--- src/rtl/tms_prog_mem_arbiter.sv ---
// Program-memory arbiter for the TMS1x00 core: shares one single-port byte RAM between Wishbone and fetch.
// Optional build macro PROG_MEM_WRITE_PROTECT_EN blocks Wishbone memory writes while the core runs.
module tms_prog_mem_arbiter #(
  parameter int ADDR_W     = 11,
  parameter int STARVE_LIM = 4
) (
  input  logic              wb_clk_i,
  input  logic              rst_n,
  input  logic              wbs_cyc_i,
  input  logic              wbs_stb_i,
  input  logic              wbs_we_i,
  input  logic [3:0]        wbs_sel_i,
  input  logic [31:0]       wbs_adr_i,
  input  logic [31:0]       wbs_dat_i,
  output logic              wbs_ack_o,
  output logic [31:0]       wbs_dat_o,
  input  logic              cpu_fetch_req,
  input  logic [ADDR_W-1:0] cpu_addr,
  output logic [7:0]        cpu_instr,
  output logic              cpu_instr_valid,
  output logic              cpu_run_o,
  output logic              cpu_reset_n_o,
  output logic              mem_en,
  output logic              mem_we,
  output logic [ADDR_W-1:0] mem_addr,
  output logic [7:0]        mem_wdata,
  input  logic [7:0]        mem_rdata
);

  typedef enum logic [1:0] {IDLE, CPU_DATA, WB_RDATA, WB_ACK} state_t;

  localparam int            SW         = $clog2(STARVE_LIM + 1);
  localparam logic [SW-1:0] STARVE_MAX = SW'(STARVE_LIM);
  localparam int            SEL_BIT    = 10;

  state_t            state, state_nxt;
  logic              ctrl_run, ctrl_core_rst;
  logic              stall, wprot;
  logic [15:0]       fetch_cnt;
  logic [SW-1:0]     starve;
  logic              reg_ack;
  logic [31:0]       reg_rdata;

  logic              wb_req, wb_mem_req, wb_reg_req;
  logic              reg_wr, reg_rd, sel_ctrl, sel_status;
  logic              cpu_req, wp_block;
  logic              cpu_grant, wb_grant, wprot_set;
  logic [ADDR_W-1:0] wb_index;
  logic [31:0]       status_word;
  logic              unused;

  assign unused = ^{wbs_sel_i[3:1], wbs_dat_i[31:8], wbs_adr_i[31:ADDR_W+2], wbs_adr_i[1:0]};

  // The window-select bit lands inside the index slice; clearing it maps window offset 0 to byte 0.
  assign wb_index = wbs_adr_i[ADDR_W+1:2] & ~(ADDR_W'(1) << SEL_BIT);

  assign wb_req     = wbs_cyc_i & wbs_stb_i & ~wbs_ack_o;
  assign wb_mem_req = wb_req & wbs_adr_i[12];
  assign wb_reg_req = wb_req & ~wbs_adr_i[12];
  assign reg_wr     = wb_reg_req & wbs_we_i;
  assign reg_rd     = wb_reg_req & ~wbs_we_i;
  assign sel_ctrl   = (wbs_adr_i[11:2] == 10'd0);
  assign sel_status = (wbs_adr_i[11:2] == 10'd1);
  assign cpu_req    = ctrl_run & cpu_fetch_req;

`ifdef PROG_MEM_WRITE_PROTECT_EN
  assign wp_block = wbs_we_i & ctrl_run;
`else
  assign wp_block = 1'b0;
`endif

  assign status_word   = {fetch_cnt, 13'd0, wprot, stall, ctrl_run};
  assign cpu_run_o     = ctrl_run;
  assign cpu_reset_n_o = ~ctrl_core_rst;

  assign wbs_ack_o = reg_ack | (state == WB_RDATA) | (state == WB_ACK);
  assign wbs_dat_o = (state == WB_RDATA) ? {24'd0, mem_rdata} :
                     reg_ack             ? reg_rdata          : 32'd0;

  // NOTE: sequential state uses non-blocking assignments so every flop samples pre-edge values.
  always_ff @(posedge wb_clk_i or negedge rst_n) begin
    if (!rst_n) state <= IDLE;
    else        state <= state_nxt;
  end

  // NOTE: every output of this block gets a default first, so no path can infer a latch.
  always_comb begin
    state_nxt       = state;
    mem_en          = 1'b0;
    mem_we          = 1'b0;
    mem_addr        = '0;
    mem_wdata       = '0;
    cpu_instr       = '0;
    cpu_instr_valid = 1'b0;
    cpu_grant       = 1'b0;
    wb_grant        = 1'b0;
    wprot_set       = 1'b0;
    unique case (state)
      IDLE: begin
        if (cpu_req && !(wb_mem_req && starve == STARVE_MAX)) begin
          cpu_grant = 1'b1;
          mem_en    = 1'b1;
          mem_addr  = cpu_addr;
          state_nxt = CPU_DATA;
        end else if (wb_mem_req) begin
          wb_grant = 1'b1;
          if (!wbs_we_i) begin
            mem_en    = 1'b1;
            mem_addr  = wb_index;
            state_nxt = WB_RDATA;
          end else begin
            state_nxt = WB_ACK;
            if (wp_block) begin
              wprot_set = 1'b1;
            end else if (wbs_sel_i[0]) begin
              mem_en    = 1'b1;
              mem_we    = 1'b1;
              mem_addr  = wb_index;
              mem_wdata = wbs_dat_i[7:0];
            end
          end
        end
      end
      CPU_DATA: begin
        cpu_instr       = mem_rdata;
        cpu_instr_valid = 1'b1;
        state_nxt       = IDLE;
      end
      WB_RDATA: state_nxt = IDLE;
      WB_ACK:   state_nxt = IDLE;
      default:  state_nxt = IDLE;
    endcase
  end

  // Starvation counter: only grants taken while Wishbone waits move it toward the limit.
  always_ff @(posedge wb_clk_i or negedge rst_n) begin
    if (!rst_n) begin
      starve    <= '0;
      fetch_cnt <= '0;
    end else begin
      if (cpu_grant)     starve <= wb_mem_req ? starve + 1'b1 : '0;
      else if (wb_grant) starve <= '0;
      if (state == CPU_DATA) fetch_cnt <= fetch_cnt + 16'd1;
    end
  end

  always_ff @(posedge wb_clk_i or negedge rst_n) begin
    if (!rst_n) begin
      ctrl_run      <= 1'b0;
      ctrl_core_rst <= 1'b1;
      stall         <= 1'b0;
      wprot         <= 1'b0;
      reg_ack       <= 1'b0;
      reg_rdata     <= '0;
    end else begin
      reg_ack   <= wb_reg_req;
      reg_rdata <= '0;
      if (reg_rd && sel_ctrl)   reg_rdata <= {30'd0, ctrl_core_rst, ctrl_run};
      if (reg_rd && sel_status) reg_rdata <= status_word;
      if (reg_wr && sel_ctrl) begin
        ctrl_run      <= wbs_dat_i[0];
        ctrl_core_rst <= wbs_dat_i[1];
      end
      if (cpu_grant && wb_mem_req)                stall <= 1'b1;
      else if (reg_wr && sel_status && wbs_dat_i[1]) stall <= 1'b0;
      if (wprot_set)                                 wprot <= 1'b1;
      else if (reg_wr && sel_status && wbs_dat_i[2]) wprot <= 1'b0;
    end
  end

endmodule

--- config.mk ---
export PLATFORM = sky130hd
export DESIGN_NAME = tms_prog_mem_arbiter
export DESIGN_NICKNAME = d
export VERILOG_FILES = /design/src/rtl/tms_prog_mem_arbiter.sv
export SDC_FILE = /design/constraint.sdc
export NUM_CORES = 1
export LEC_CHECK = 0
export CORE_ASPECT_RATIO = 1.5
export CORE_MARGIN = 3
export CORE_UTILIZATION = 38
export CTS_CLUSTER_SIZE = 28
export DETAILED_ROUTE_END_ITERATION = 7
export HOLD_SLACK_MARGIN = 0.1
export MAX_ROUTING_LAYER = met4
export PLACE_DENSITY = 0.91
export SYNTH_ARGS = -nofsm -noshare
export SYNTH_HDL_FRONTEND = slang
export SYNTH_SLANG_ARGS = --single-unit
--- constraint.sdc ---
create_clock -name wb_clk_i -period 3.58 [get_ports wb_clk_i]
set_input_delay 0.716 -clock wb_clk_i [delete_from_list [all_inputs] [get_ports wb_clk_i]]
set_output_delay 0.716 -clock wb_clk_i [all_outputs]
set_load 0.05 [all_outputs]
* Word-level counts from Yosys, hierarchy flattened
Index checks and enable logic that the tools add are counted.
** Word-level totals
- Output and inout bits :: 65
- Logic and storage cells :: 82
- Register bits :: 57
- Bits of input ports :: 93
** Cells by class
- Bitwise operators :: 13
- Multiplexer cells :: 39
- Eq/ne operators :: 6
- $add $sub $neg :: 2
- Reductions and logical operators :: 14
** Operator list (count)
- 32-bit 2-to-1 mux :: 3
- 8-bit 2-to-1 mux :: 6
- 10-bit 2-to-1 mux :: 3
- 11-bit 2-to-1 mux :: 2
- 1-bit 2-to-1 mux :: 18
- 16-bit by 1-bit adder with 16-bit output, second input constant :: 1
- 10-bit by 1-bit == test with 1-bit output, second input constant :: 1
- 10-bit zero test :: 1
- 3-bit 2-to-1 mux :: 3
- 1-bit logical AND :: 8
- 1-bit bitwise AND :: 7
- 2-bit 2-to-1 mux :: 3
- 2-bit == test, second input constant :: 2
- 1-bit inverter :: 4
- 2-bit case mux with 2 select lines :: 1
- 2-bit nonzero test :: 2
- 3-bit by 1-bit adder with 3-bit output, second input constant :: 1
- 3-bit == test, second input constant :: 1
- 3-bit != test, second input constant :: 1
- 3-bit OR reduction :: 1
- 2-bit by 1-bit == test with 1-bit output, second input constant :: 1
- 2-bit zero test :: 1
- 1-bit bitwise OR :: 2
- 1-bit zero test :: 1

* Logic depth before layout (Yosys ltp)
- Word-level depth :: 13
- Mapped depth :: 7
- Mapped depth without buffers :: 6

* Least setup slack after synthesis
OpenSTA, ideal clock, no wires.
- Path type :: input-to-output
- From :: in wbs_adr_i[12]
- To :: out mem_wdata[0]
- Stages :: 5
- Setup slack :: 0.796 ns
- Required time :: 2.864 ns
- Path buffers :: 1
- Arrival :: 2.068 ns
- Cells stage by stage :: nand3_1 -> a2111oi_4 -> and3_1 -> buf_4 -> and2_1
** On the way
- Word-level cells in the longest chain between the ends :: 6
- Elaborated cells on any way between the ends :: 7
- Classes of those cells :: mux: 3; bitwise: 1; reduce/logical: 3
** RTL lines
- from (decl) :: RTL line 13 : input logic [31:0] wbs_adr_i,
- 1-bit bitwise AND (*) :: RTL line 58 : assign wb_mem_req = wb_req & wbs_adr_i[12];
- 1-bit logical AND :: RTL line 100 : if (cpu_req && !(wb_mem_req && starve == STARVE_MAX)) begin
- 1-bit zero test :: RTL line 100
- 1-bit logical AND :: RTL line 100
- 8-bit 2-to-1 mux (*) :: RTL line 100
- 8-bit 2-to-1 mux (*) :: RTL line 98 : unique case (state)
- to (decl) :: RTL line 26 : output logic [7:0] mem_wdata,
Every way passes the cells marked *; elsewhere a longest branch is shown, timed or not.

* Worst setup path after layout
- From :: in wbs_adr_i[12]
- To :: out mem_wdata[5]
The elaborated chain is that of the path after synthesis.

==> run metrics <==
number of synthesized register bits 43; Adder-Cell Fraction of Synth Area 1.633%; Clk Latency, worst-skew pair 0.29 ns; total of max-cap violations 0; Place WS 0.2018 ns; Final Routed Wirelength 5.512 mm; Clock transition at path regs 0.07 ns; setup TNS 0 ns; DR vias 1975; Hold Path Class flip-flop to flip-flop; Clock Skew 0.004779 ns; Worst-Margin Slew 0.9006 ns; drt pass-1 iters 4; P&R area growth vs syn 57.54%; Synth top area share 45.73%; sequential cell area fraction in the yosys report 46.87%; CTS max path bufs 2; Simple-Gate Fraction of Synth Area 29.50%; fin worst setup slack 0.2363 ns; setup bufs post-CTS 0; max_slew headroom 39.96%; Iteration-0 DRC Markers 128; final-report max-slew violation count 0; Nets 422; Ant. Diodes 0; Syn Inst Count 226; status completed; unrepaired setup endpoints after global routing no; RD Place Congestion 0.7877; IO Port Bufs 101; area of the mapped netlist 2298 um^2; Synth area leaders dfrtp_1 (46%), and2_1 (11%), and3_1 (4.9%); pin count of the biggest net entering global routing 44; CTS Hold Buffers Added 0; drt drc 0; CTS buffer count 5; commonest non-fill, non-tap cell in the layout clkdlybuf4s50_1; PD cells 276.5 nW/um^2; critical-path maximum fanout 9; WP data required 2.86 ns; TritonCTS clock tree built; final setup fails 0; vias per cell 4.950; io pins 158; multiplexer share of the synthesized area 2.395%; Initial Util 39.44%; worst hold margin 0.4755 ns; layout cells sized above 1 12.54%; critical path class input port to primary output; DIE AREA 7037 um^2; root buf cell clkbuf_8; first-pass GRT wire length 8.790 mm; initial antenna violation count 0; Critical-path top delay cell clkdlybuf4s50_1; Buf+Inv Stages, Crit Path 2; Die Height 101.3 um; Std-Cell Rows 34; die width 69.50 um; largest family of logic cells by synthesized area simple AND/OR/NAND/NOR gates; Tcrit/Tclk final 93.40%; drt wl/cell 13.81 um; Post-Synth XOR/XNOR Area 5.716%; Yosys top cell by area dfrtp_1; Synth cell types 39; H-Tree Depth 2; worst-path cell chain clkdlybuf4s50_1 -> nand3_1 -> a2111oi_4 -> and3_1 -> and2_1 -> buf_12; family with the most delay on the worst path simple AND/OR/NAND/NOR gates; worst vdd ir 0.1694 mV; CP startpoint kind input port; Final Hold Fails 0; Resized cells post-CTS 0; compound-cell area share of the yosys netlist 8.002%; vias in the first global route 1962; crit-path max cell delay 0.54 ns; CTS Sinks 43; CORE AREA 5828 um^2; post-synthesis area per instance 10.17 um^2; crit path DAT 2.63 ns; Yosys warnings 0; Leak 1.655 nW; Setup crit end kind primary output; DP HPWL 4.438 mm; Post-DRT Antenna Nets 0; minimum clock period 3.344 ns; grt ovf 0; GRT Util Overall 16.03%; upper clock frequency limit 299.1 MHz; commonest non-fill, non-tap cells in the layout clkdlybuf4s50_1 (79), dfrtp_1 (42), and2_1 (41)
[worst register-to-register path, delay by kind of cell, from the launching register on]
kind | cells | cell delay [ns]
AND/OR/NAND/NOR | 3 | 1.09
flip-flops | 1 | 0.44
XOR/XNOR | 1 | 0.17
[area by class of cell]
class | count | area (um^2)
Timing Repair Buffer | 105 | 1234
Multi-Input combinational cell | 166 | 1116
Sequential cell | 43 | 1077
Clock inverter | 2 | 12.51
Clock buffer | 6 | 72.57
Fill cell | 446 | 2207
Tap cell | 72 | 90.09
Inverter | 5 | 18.77
[synthesized netlist by cell type]
| cell | number |
|---|---|
| a21oi_1 | 1 |
| o221ai_1 | 1 |
| and3_1 | 18 |
| o22ai_1 | 1 |
| nor4b_1 | 1 |
| nand4b_1 | 1 |
| mux2_2 | 4 |
| and2_1 | 41 |
| clkbuf_2 | 2 |
| buf_2 | 1 |
| xor2_1 | 5 |
| mux2i_1 | 1 |
| nand4_1 | 5 |
| and4_1 | 2 |
| nor2b_1 | 5 |
| and2b_1 | 1 |
| nand3_1 | 5 |
| nor2_1 | 8 |
| or2_1 | 1 |
| o31ai_2 | 1 |
| inv_1 | 5 |
| a21o_1 | 1 |
| nor3_1 | 2 |
| a22o_1 | 11 |
| buf_4 | 10 |
| dfstp_2 | 1 |
| a2111oi_4 | 1 |
| ha_1 | 3 |
| nand2_1 | 15 |
| xnor2_1 | 10 |
| o21ai_0 | 4 |
| conb_1 | 1 |
| dfrtp_1 | 42 |
| or2_4 | 1 |
| nand4bb_1 | 1 |
| clkbuf_1 | 6 |
| and4b_1 | 3 |
| nor3b_1 | 1 |
| nor4_1 | 3 |
[cell families after synthesis]
logic type,after synthesis
adders and majority gates,3
other,1
xor gates and xnor gates,15
AOI/OAI and AO/OA,21
DFF,43
muxes,5
buffers and inverters,24
and+or+nand+nor,114
[metal layers]
| layer | track usage (%) | up-vias | wire length [um] |
|---|---|---|---|
| met5 | - | - | 0 |
| met3 | 2.880 | 12 | 251 |
| met4 | 7.368 | 0 | 137 |
| met1 | 16.78 | 939 | 2023 |
| met2 | 29.12 | 68 | 3100 |
| li1 | - | 956 | - |
[stage by stage]
step | area [um^2] | cells | power [mW] | utilization, %
finish | 3621 | 399 | 1.001 | 62.13
global placement | 3536 | 391 | 0.7174 | 60.67
floorplan | 2325 | 233 | 0.6289 | -
global route | 3621 | 399 | 1.053 | 62.13
CTS | 3621 | 399 | 1.014 | 62.13
detailed placement | 3536 | 391 | 0.7252 | 60.67
[sequential cells by signal (all words and copies together), names as in the netlist]
name	flops
reg_rdata	18
fetch_cnt	16
starve	3
state	2
cpu_run_o	1
ctrl_core_rst	1
reg_ack	1
stall	1
[report_power, final]
part	switching (mW)	total (mW)	internal, mW
registers	0.0224	0.525	0.502
logic	0.100	0.190	0.0903
clock network	0.150	0.286	0.136
[worst paths after layout]
path | startpoint | end | slack, ns | depth (start not counted)
max | wbs_adr_i[12] | mem_wdata[5] | 0.24 | 6
min | fetch_cnt[15] | fetch_cnt[15] | 0.48 | 1
max reg2reg | state[1] | fetch_cnt[15] | 1.81 | 4
min reg2reg | fetch_cnt[15] | fetch_cnt[15] | 0.48 | 1
max in group asynchronous | rst_n | cpu_run_o | 2.47 | 1
min in group asynchronous | rst_n | reg_rdata[28] | 0.55 | 1
No activity file was read; power rests on OpenSTA's default activity.
